## config.mk

```make
export PLATFORM = sky130hd
export DESIGN_NAME = pc_sequencer_flat
export DESIGN_NICKNAME = d
export VERILOG_FILES = /design/src/rtl/pc_sequencer_if.sv /design/src/rtl/pc_sequencer.sv /design/src/flat_wrapper.sv
export SDC_FILE = /design/constraint.sdc
export NUM_CORES = 1
export LEC_CHECK = 0
export CORE_MARGIN = 2
export CORE_UTILIZATION = 55
export DETAILED_ROUTE_END_ITERATION = 10
export DONT_BUFFER_PORTS = 1
export PLACE_DENSITY = 0.71
export SLEW_MARGIN = 20
export SYNTH_ARGS = -nofsm -noshare
export SYNTH_HDL_FRONTEND = slang
export SYNTH_SLANG_ARGS = --single-unit
```

## constraint.sdc

```tcl
create_clock -name CLK -period 4.5 [get_ports CLK]
set_input_delay 0.45 -clock CLK [delete_from_list [all_inputs] [get_ports CLK]]
set_output_delay 0.45 -clock CLK [all_outputs]
set_load 0.005 [all_outputs]
```

## src/rtl/pc_sequencer_if.sv

```systemverilog
// Fetch bus between the PC sequencer and instruction memory.
//   IF_REQ    : fetch request, held until granted
//   IF_ADDR   : fetch address (the architectural PC while IF_REQ=1)
//   IF_GNT    : memory accepts the request this cycle
//   IF_RVALID : instruction word valid (at least one cycle after IF_GNT)
//   IF_RDATA  : instruction word
// master = sequencer side, slave = memory side.
interface pc_sequencer_if;
  logic        IF_REQ;
  logic [31:0] IF_ADDR;
  logic        IF_GNT;
  logic        IF_RVALID;
  logic [31:0] IF_RDATA;

  modport master (
    output IF_REQ,
    output IF_ADDR,
    input  IF_GNT,
    input  IF_RVALID,
    input  IF_RDATA
  );

  modport slave (
    input  IF_REQ,
    input  IF_ADDR,
    output IF_GNT,
    output IF_RVALID,
    output IF_RDATA
  );
endinterface

```

## src/rtl/pc_sequencer.sv

```systemverilog
// PC sequencer: owns the architectural PC, fetches one instruction at a time over the
// fetch bus, holds it for execute until retire, then selects the next PC
// (JALR > taken branch > sequential). A misaligned next PC parks the block in a sticky
// trap state that only reset clears.
// Ports:
//   CLK, RST_N      : clock, synchronous active-low reset
//   fetch_bus       : request/grant/response bus to instruction memory
//   INSTR/_VALID    : fetched instruction presented to decode/execute
//   STALL           : execute not ready to retire
//   BR_TAKEN/BR_IMM : taken branch and its sign-extended offset
//   JALR/JALR_TGT   : register-indirect jump and its target
//   HALT            : park after the current instruction retires
//   PC, PC_PLUS4    : current PC and link value
//   TRAP, TRAP_PC   : sticky misaligned-target flag and offending address
module pc_sequencer #(
  parameter logic [31:0] RESET_VECTOR = 32'h0000_0000,
  parameter int unsigned INCR         = 4
) (
  input  logic                   CLK,
  input  logic                   RST_N,
  pc_sequencer_if.master         fetch_bus,
  output logic [31:0]            INSTR,
  output logic                   INSTR_VALID,
  input  logic                   STALL,
  input  logic                   BR_TAKEN,
  input  logic [31:0]            BR_IMM,
  input  logic                   JALR,
  input  logic [31:0]            JALR_TGT,
  input  logic                   HALT,
  output logic [31:0]            PC,
  output logic [31:0]            PC_PLUS4,
  output logic                   TRAP,
  output logic [31:0]            TRAP_PC
);

  localparam logic [31:0] IncrW = 32'(INCR);

  typedef enum logic [2:0] {
    StIdle,
    StFetch,
    StWait,
    StExec,
    StHalted,
    StTrapped
  } state_e;

  state_e      state_q, state_d;
  logic [31:0] pc_q, pc_d;
  logic [31:0] instr_q, instr_d;
  logic [31:0] trap_pc_q, trap_pc_d;
  logic        if_req_q, instr_valid_q, trap_q;
  logic [31:0] target;

  // Next-PC candidate, only consumed on retire.
  always_comb begin
    if (JALR) begin
      target = JALR_TGT & ~32'h1;
    end else if (BR_TAKEN) begin
      target = pc_q + BR_IMM;
    end else begin
      target = pc_q + IncrW;
    end
  end

  always_comb begin
    state_d   = state_q;
    pc_d      = pc_q;
    instr_d   = instr_q;
    trap_pc_d = trap_pc_q;
    unique case (state_q)
      StIdle:  state_d = StFetch;
      StFetch: begin
        if (fetch_bus.IF_GNT) state_d = StWait;
      end
      StWait: begin
        if (fetch_bus.IF_RVALID) begin
          instr_d = fetch_bus.IF_RDATA;
          state_d = StExec;
        end
      end
      StExec: begin
        if (!STALL) begin
          if (target[1:0] != 2'b00) begin
            trap_pc_d = target;
            state_d   = StTrapped;
          end else begin
            pc_d    = target;
            state_d = HALT ? StHalted : StFetch;
          end
        end
      end
      StHalted: begin
        if (!HALT) state_d = StFetch;
      end
      StTrapped: state_d = StTrapped;
      default:   state_d = StIdle;
    endcase
  end

  always_ff @(posedge CLK) begin
    if (!RST_N) begin
      state_q       <= StIdle;
      pc_q          <= RESET_VECTOR;
      instr_q       <= 32'h0;
      trap_pc_q     <= 32'h0;
      if_req_q      <= 1'b0;
      instr_valid_q <= 1'b0;
      trap_q        <= 1'b0;
    end else begin
      state_q       <= state_d;
      pc_q          <= pc_d;
      instr_q       <= instr_d;
      trap_pc_q     <= trap_pc_d;
      // Status outputs are registered copies of the next state's decode.
      if_req_q      <= (state_d == StFetch);
      instr_valid_q <= (state_d == StExec);
      trap_q        <= (state_d == StTrapped);
    end
  end

  assign fetch_bus.IF_REQ  = if_req_q;
  assign fetch_bus.IF_ADDR = pc_q;
  assign INSTR             = instr_q;
  assign INSTR_VALID       = instr_valid_q;
  assign PC                = pc_q;
  assign PC_PLUS4          = pc_q + IncrW;
  assign TRAP              = trap_q;
  assign TRAP_PC           = trap_pc_q;

endmodule
```

## src/flat_wrapper.sv

```systemverilog
// flat-port wrapper written by rule: the top's interface ports become plain ports
module pc_sequencer_flat 
#(
  parameter logic [31:0] RESET_VECTOR = 32'h0000_0000,
  parameter int unsigned INCR         = 4
)
  (CLK, RST_N, INSTR, INSTR_VALID, STALL, BR_TAKEN, BR_IMM, JALR, JALR_TGT, HALT, PC, PC_PLUS4, TRAP, TRAP_PC, fetch_bus_IF_REQ, fetch_bus_IF_ADDR, fetch_bus_IF_GNT, fetch_bus_IF_RVALID, fetch_bus_IF_RDATA);
  pc_sequencer_if fetch_bus_i ();
  input  logic CLK;
  input  logic RST_N;
  output logic [31:0] INSTR;
  output logic INSTR_VALID;
  input  logic STALL;
  input  logic BR_TAKEN;
  input  logic [31:0] BR_IMM;
  input  logic JALR;
  input  logic [31:0] JALR_TGT;
  input  logic HALT;
  output logic [31:0] PC;
  output logic [31:0] PC_PLUS4;
  output logic TRAP;
  output logic [31:0] TRAP_PC;
  output wire logic [$bits(fetch_bus_i.IF_REQ)-1:0] fetch_bus_IF_REQ;
  output wire logic [$bits(fetch_bus_i.IF_ADDR)-1:0] fetch_bus_IF_ADDR;
  input wire logic [$bits(fetch_bus_i.IF_GNT)-1:0] fetch_bus_IF_GNT;
  input wire logic [$bits(fetch_bus_i.IF_RVALID)-1:0] fetch_bus_IF_RVALID;
  input wire logic [$bits(fetch_bus_i.IF_RDATA)-1:0] fetch_bus_IF_RDATA;
  assign fetch_bus_IF_REQ = fetch_bus_i.IF_REQ;
  assign fetch_bus_IF_ADDR = fetch_bus_i.IF_ADDR;
  assign fetch_bus_i.IF_GNT = fetch_bus_IF_GNT;
  assign fetch_bus_i.IF_RVALID = fetch_bus_IF_RVALID;
  assign fetch_bus_i.IF_RDATA = fetch_bus_IF_RDATA;
  pc_sequencer #(.RESET_VECTOR(RESET_VECTOR), .INCR(INCR)) u_core (.CLK(CLK), .RST_N(RST_N), .fetch_bus(fetch_bus_i), .INSTR(INSTR), .INSTR_VALID(INSTR_VALID), .STALL(STALL), .BR_TAKEN(BR_TAKEN), .BR_IMM(BR_IMM), .JALR(JALR), .JALR_TGT(JALR_TGT), .HALT(HALT), .PC(PC), .PC_PLUS4(PC_PLUS4), .TRAP(TRAP), .TRAP_PC(TRAP_PC));
endmodule
```

# After elaboration in Yosys (flattened, before gate mapping)
# Index checks and enable logic that the tools add are counted.
[op_classes] n_reduce_logical=5 n_bitwise=2 n_mux=9 n_addsub=2 n_eq_ne=8
[op_table] op="$mux 32" n=2
[op_table] op="$add 32x3->32 const B" n=1
[op_table] op="$add 32x32->32" n=1
[op_table] op="$mux 3" n=6
[op_table] op="$pmux 3 s6" n=1
[op_table] op="$eq 3x2->1 const B" n=3
[op_table] op="$eq 3x3->1 const B" n=3
[op_table] op="$eq 3x1->1 const B" n=2
[op_table] op="$reduce_and 3->1" n=2
[op_table] op="$logic_not 3->1" n=1
[op_table] op="$not 1->1" n=2
[op_table] op="$reduce_and 2->1" n=1
[op_table] op="$reduce_bool 2->1" n=1
[totals] output_inout_bits=163 wordCells=33 reg_bits=102

# Depth between registers and ports, before layout
[logic_depth] word_depth=8 mapped_depth=11 depth_no_buf=11

# Worst setup path before layout
# No wires, ideal clock.
[synth_timing] path_kind="input to register" startpoint="input port BR_IMM[0]" endpoint="register u_core.trap_pc_q[16] (netlist: u_core.TRAP_PC[16])" setup_time_ns=0.117 arrival_ns=2.552 t_required_ns=4.383 setup_slack_ns=1.830 path_stages=11 path_buffers=0 cell_sequence="ha_1 fa_1 a21oi_1 nor2_1 o21ai_1 nand4_1 a31o_2 a21oi_1 xor2_1 o21ai_0 a32o_1"
[synth_via] elab_chain_cells=5
[synth_lines] item="from (decl)" line_no="flat_wrapper.sv:15" source="input logic [31:0] BR_IMM;"
[synth_lines] item="$add 32x32->32 *" line_no="pc_sequencer.sv:59" source="target = pc_q + BR_IMM;"
[synth_lines] item="$mux 32 *" line_no="pc_sequencer.sv:58" source="end else if (BR_TAKEN) begin"
[synth_lines] item="$mux 32 *" line_no="pc_sequencer.sv:56" source="if (JALR) begin"
[synth_lines] item="$reduce_bool 2->1" line_no="pc_sequencer.sv:83" source="if (target[1:0] != 2'b00) begin"
[synth_lines] item="$reduce_and 3->1 (no line)"
[synth_lines] item="to (signal assigned)" line_no="pc_sequencer.sv:113" source="trap_pc_q <= trap_pc_d;"
[synth_lines] item="to (decl)" line_no="pc_sequencer.sv:50" source="logic [31:0] trap_pc_q, trap_pc_d;"
# Mark *: on every way between the ends. The rest lies on a longest branch, timed or not.
# A chain may end at the register's enable or synchronous reset.

# Worst setup path after layout
[layout_timing] startpoint="register u_core.pc_q[0] (netlist: u_core.PC[0])" endpoint="register u_core.trap_pc_q[26] (netlist: u_core.TRAP_PC[26])"
[layout_via] elab_chain_cells=5 elab_cells_between_ends=6 cone_classes="add/sub: 2; mux: 2; reduce/logical: 2"
[layout_lines] item="from (decl)" line_no="pc_sequencer.sv:48" source="logic [31:0] pc_q, pc_d;"
[layout_lines] item="from (signal assigned)" line_no="pc_sequencer.sv:111" source="pc_q <= pc_d;"
[layout_lines] item="$add 32x3->32 or $add 32x32->32 (tied branches)" line_no="pc_sequencer.sv:61, pc_sequencer.sv:59"
[layout_lines] item="$mux 32 *" line_no="pc_sequencer.sv:58"
[layout_lines] item="$mux 32 *" line_no="pc_sequencer.sv:56"
[layout_lines] item="$reduce_bool 2->1" line_no="pc_sequencer.sv:83"
[layout_lines] item="$reduce_and 3->1 (no line)"
# Marked as above.

==> impl_metrics.json <==
{
  "status": "finished, final reports clean",
  "totalWireLength_mm": 20.5,
  "p_int_mw": 1.40,
  "synth_edf_count": 0,
  "critPathCaptureType": "register",
  "cts_root_buf": "clkbuf_16",
  "avgViaCountPerCell": 6.47,
  "relSlewSlack": 0.307,
  "hold_path_end": "u_core.INSTR[20]",
  "cts_resized": 0,
  "seq_power_share": 0.480,
  "grt_pass1_vias": 6070,
  "yosys-top-cells-area": "dfxtp_1, nand2_1, a21boi_0",
  "ff2ff_setup_slack_ns": 1.28,
  "grt_usage": 0.308,
  "worst_pin_slew_ns": 1.04,
  "drt_iter0_drc": 391,
  "final.setup.tns_ns": 0,
  "drc": 0,
  "antenna_found_initial": 1,
  "synth.avg_cell_area_sq_um": 7.66,
  "ys_warn_count": 0,
  "post_cts_buffers": 0,
  "vias": 6250,
  "drive_gt1_frac": 0.0550,
  "overflow": 0,
  "netlist-cell-type-count": 71,
  "dpl.cell_count": 948,
  "ys_ff_latch": 102,
  "crit_fanout": 6,
  "startpoint_type": "register",
  "regArea_sq_mm": 0.00204,
  "grt_max_degree": 115,
  "clkLatencyLatePin_ns": 0.37,
  "finalWeightedCongestion": 0.951,
  "drv_slew": 0,
  "p_sw_uw": 560,
  "comb_power_share": 0.104,
  "cts_tree": "built",
  "areaGrowthSynthToFinish_pct": 2.10,
  "fin_skew_ns": 0.0124,
  "clkPwrFrac": 0.417,
  "worst-endpoint-required_ns": 4.80,
  "synth_ff_type": "dfxtp_1",
  "die_h_um": 115,
  "hold_viol": 0,
  "rows": 40,
  "rr_startpoint": "u_core.PC[0]",
  "leakage_nw": 2.61,
  "clk_pin_slew_worst_paths_ns": 0.08,
  "period_share": 0.716,
  "portBuffers": 0,
  "nFillCells": 1122,
  "powerDensity_mw_per_mm2": 285,
  "ff2ff_path_depth": 11,
  "syn_area_sq_mm": 0.00673,
  "vdd.ir_drop.worst_mv": 0.231,
  "p_sw_frac": 0.286,
  "syn_nets": 1015,
  "period_minus_slack_ns": 3.22,
  "die_w_um": 115,
  "first_pass_iters": 5,
  "synth_top_area_share": 0.303,
  "htree_levels": 3,
  "multi_input_area_sq_mm": 0.00421,
  "cp.arrival_ns": 3.52,
  "ys_async_sr_fraction": 0,
  "fin_cells": 966,
  "clock-sinks": 102,
  "min-delay-start": "fetch_bus_IF_RDATA[20]",
  "die-area_sq_mm": 0.0131,
  "fin_nets": 950,
  "ys_seq_area_frac": 0.303,
  "max_freq_mhz": 311,
  "netlist_instances": 878,
  "setup_viol": 0,
  "ant_nets": 0,
  "finalWorstSetupSlack_ns": 1.28,
  "routedWlPerCell_um": 21.2,
  "grt_pass1_wl_mm": 31.7,
  "hold_buffers": 0,
  "cts_buffers": 9,
  "initial_utilization": 0.563,
  "pre_cts_slack_ns": 1.31,
  "hpwlAfterDp_mm": 15.2,
  "critical_path_class": "reg -> reg",
  "min_path_type": "in -> reg",
  "hold_path_depth": 2,
  "coreArea_sq_mm": 0.0120,
  "cts_buffer_depth": 2,
  "drv_cap": 0,
  "yosys.area.top_type": "dfxtp_1",
  "rsz0062_at_grt": "no",
  "pin_count": 267,
  "rr_endpoint": "u_core.TRAP_PC[26]"
}
[worst max-delay path by stage]
stage / from / slack, ns / end / depth (start not counted)
floorplan: BR_IMM[0] / 1.83 / u_core.TRAP_PC[16] / 11
CTS: u_core.PC[0] / 1.28 / u_core.PC[24] / 8
finish: u_core.PC[0] / 1.28 / u_core.TRAP_PC[26] / 11
global route: u_core.PC[0] / 1.0 / u_core.PC[21] / 9
detailed placement: BR_IMM[0] / 1.31 / u_core.PC[21] / 9
global placement: u_core.PC[0] / 1.34 / u_core.PC[24] / 8
[per-layer routing]
| layer | routed length [um] | global-route usage | up-vias |
|---|---|---|---|
| met5 | 0 | 0 | - |
| met4 | 620 | 0.130 | 0 |
| met3 | 2150 | 0.0821 | 47 |
| met2 | 9840 | 0.526 | 332 |
| met1 | 7880 | 0.363 | 2915 |
| li1 | - | - | 2956 |
[state kept, by name, summed over array words and instances, names as in the netlist]
| name | flops |
|---|---|
| u_core.INSTR | 32 |
| u_core.TRAP_PC | 32 |
| u_core.TRAP | 1 |
| u_core.PC | 32 |
| u_core.state_q | 3 |
| u_core.fetch_bus.IF_REQ | 1 |
| u_core.INSTR_VALID | 1 |
[final cells by class]
type                            count  share of cell area
Sequential cell                   102               0.297
Timing Repair Buffer                7             0.00874
Antenna cell                        1            0.000364
Inverter                           13             0.00710
Tap cell                          147              0.0268
Clock buffer                        9              0.0328
Clock inverter                      7              0.0144
Multi-Input combinational cell    680               0.613
[Yosys cell counts (all sizes together) (3+ instances only)]
cell type  instances
nor2              40
o31ai              3
inv               12
dfxtp            102
a21boi            57
o22ai              7
o21ai             72
mux2i              4
clkbuf            46
nand2            167
nor4               3
and2               8
nor3              11
o211ai             8
nand4             15
and3              12
xnor2             30
o21a               3
o221ai             6
a31oi              8
xor2              20
o21bai             7
ha                32
and4               4
a21oi             37
nand2b             5
a21o              19
a211oi             8
buf               37
nand3             60
[stage by stage]
stage / hold slack, ns / area (sq um) / utilization / total power, mW
6_report: 0.216 / 6870 / 0.574 / 1.96
5_1_grt: 0.212 / 6870 / 0.574 / 2.03
4_1_cts: 0.209 / 6850 / 0.573 / 1.97
3_5_place_dp: 0.481 / 6530 / 0.546 / 1.16
3_3_place_gp: 0.474 / 6530 / 0.546 / 1.15
2_1_floorplan: 0.447 / 6730 / - / 1.13
[cells by family after synthesis]
kind of cell	Yosys count	synth area share
mux	5	0.00762
compound gates	253	0.252
flops	102	0.303
xor+xnor	50	0.0662
buf+inv	96	0.0727
fa+ha+maj	33	0.0625
simple gates	339	0.235
[critical path: stages, from the launching register on]
cell	delay (ns)
dfxtp_1	0.40
ha_1	0.27
fa_1	0.42
a21oi_1	0.24
nor2_1	0.11
o21ai_1	0.35
a2111oi_4	0.17
o21ai_1	0.34
o21ai_0	0.19
nand3_1	0.10
or3b_1	0.39
o21ai_1	0.15
[power by group through the flow]
stage               sequential (mW)  clock (mW)  combinational (mW)
finish                        0.940       0.816               0.203
global route                  0.942       0.867               0.225
CTS                           0.940       0.832               0.200
detailed placement            0.961           0               0.198
global placement              0.960           0               0.194
floorplan                     0.953           0               0.175
[placed cells by master (no fill, tap or decap), types with 7 or more instances in the layout]
cell,instances
o22ai_1,7
nand2_1,167
clkbuf_16,9
and3_1,12
a21oi_1,36
dfxtp_1,102
xnor2_1,29
a21o_1,19
a21boi_0,55
a31oi_1,7
nor2_1,40
ha_1,32
nand3_1,58
o211ai_1,8
o21ai_0,67
inv_1,12
a211oi_1,8
nand4_1,14
xor2_1,20
nor3_1,10
(Power assumes the default switching activity.)
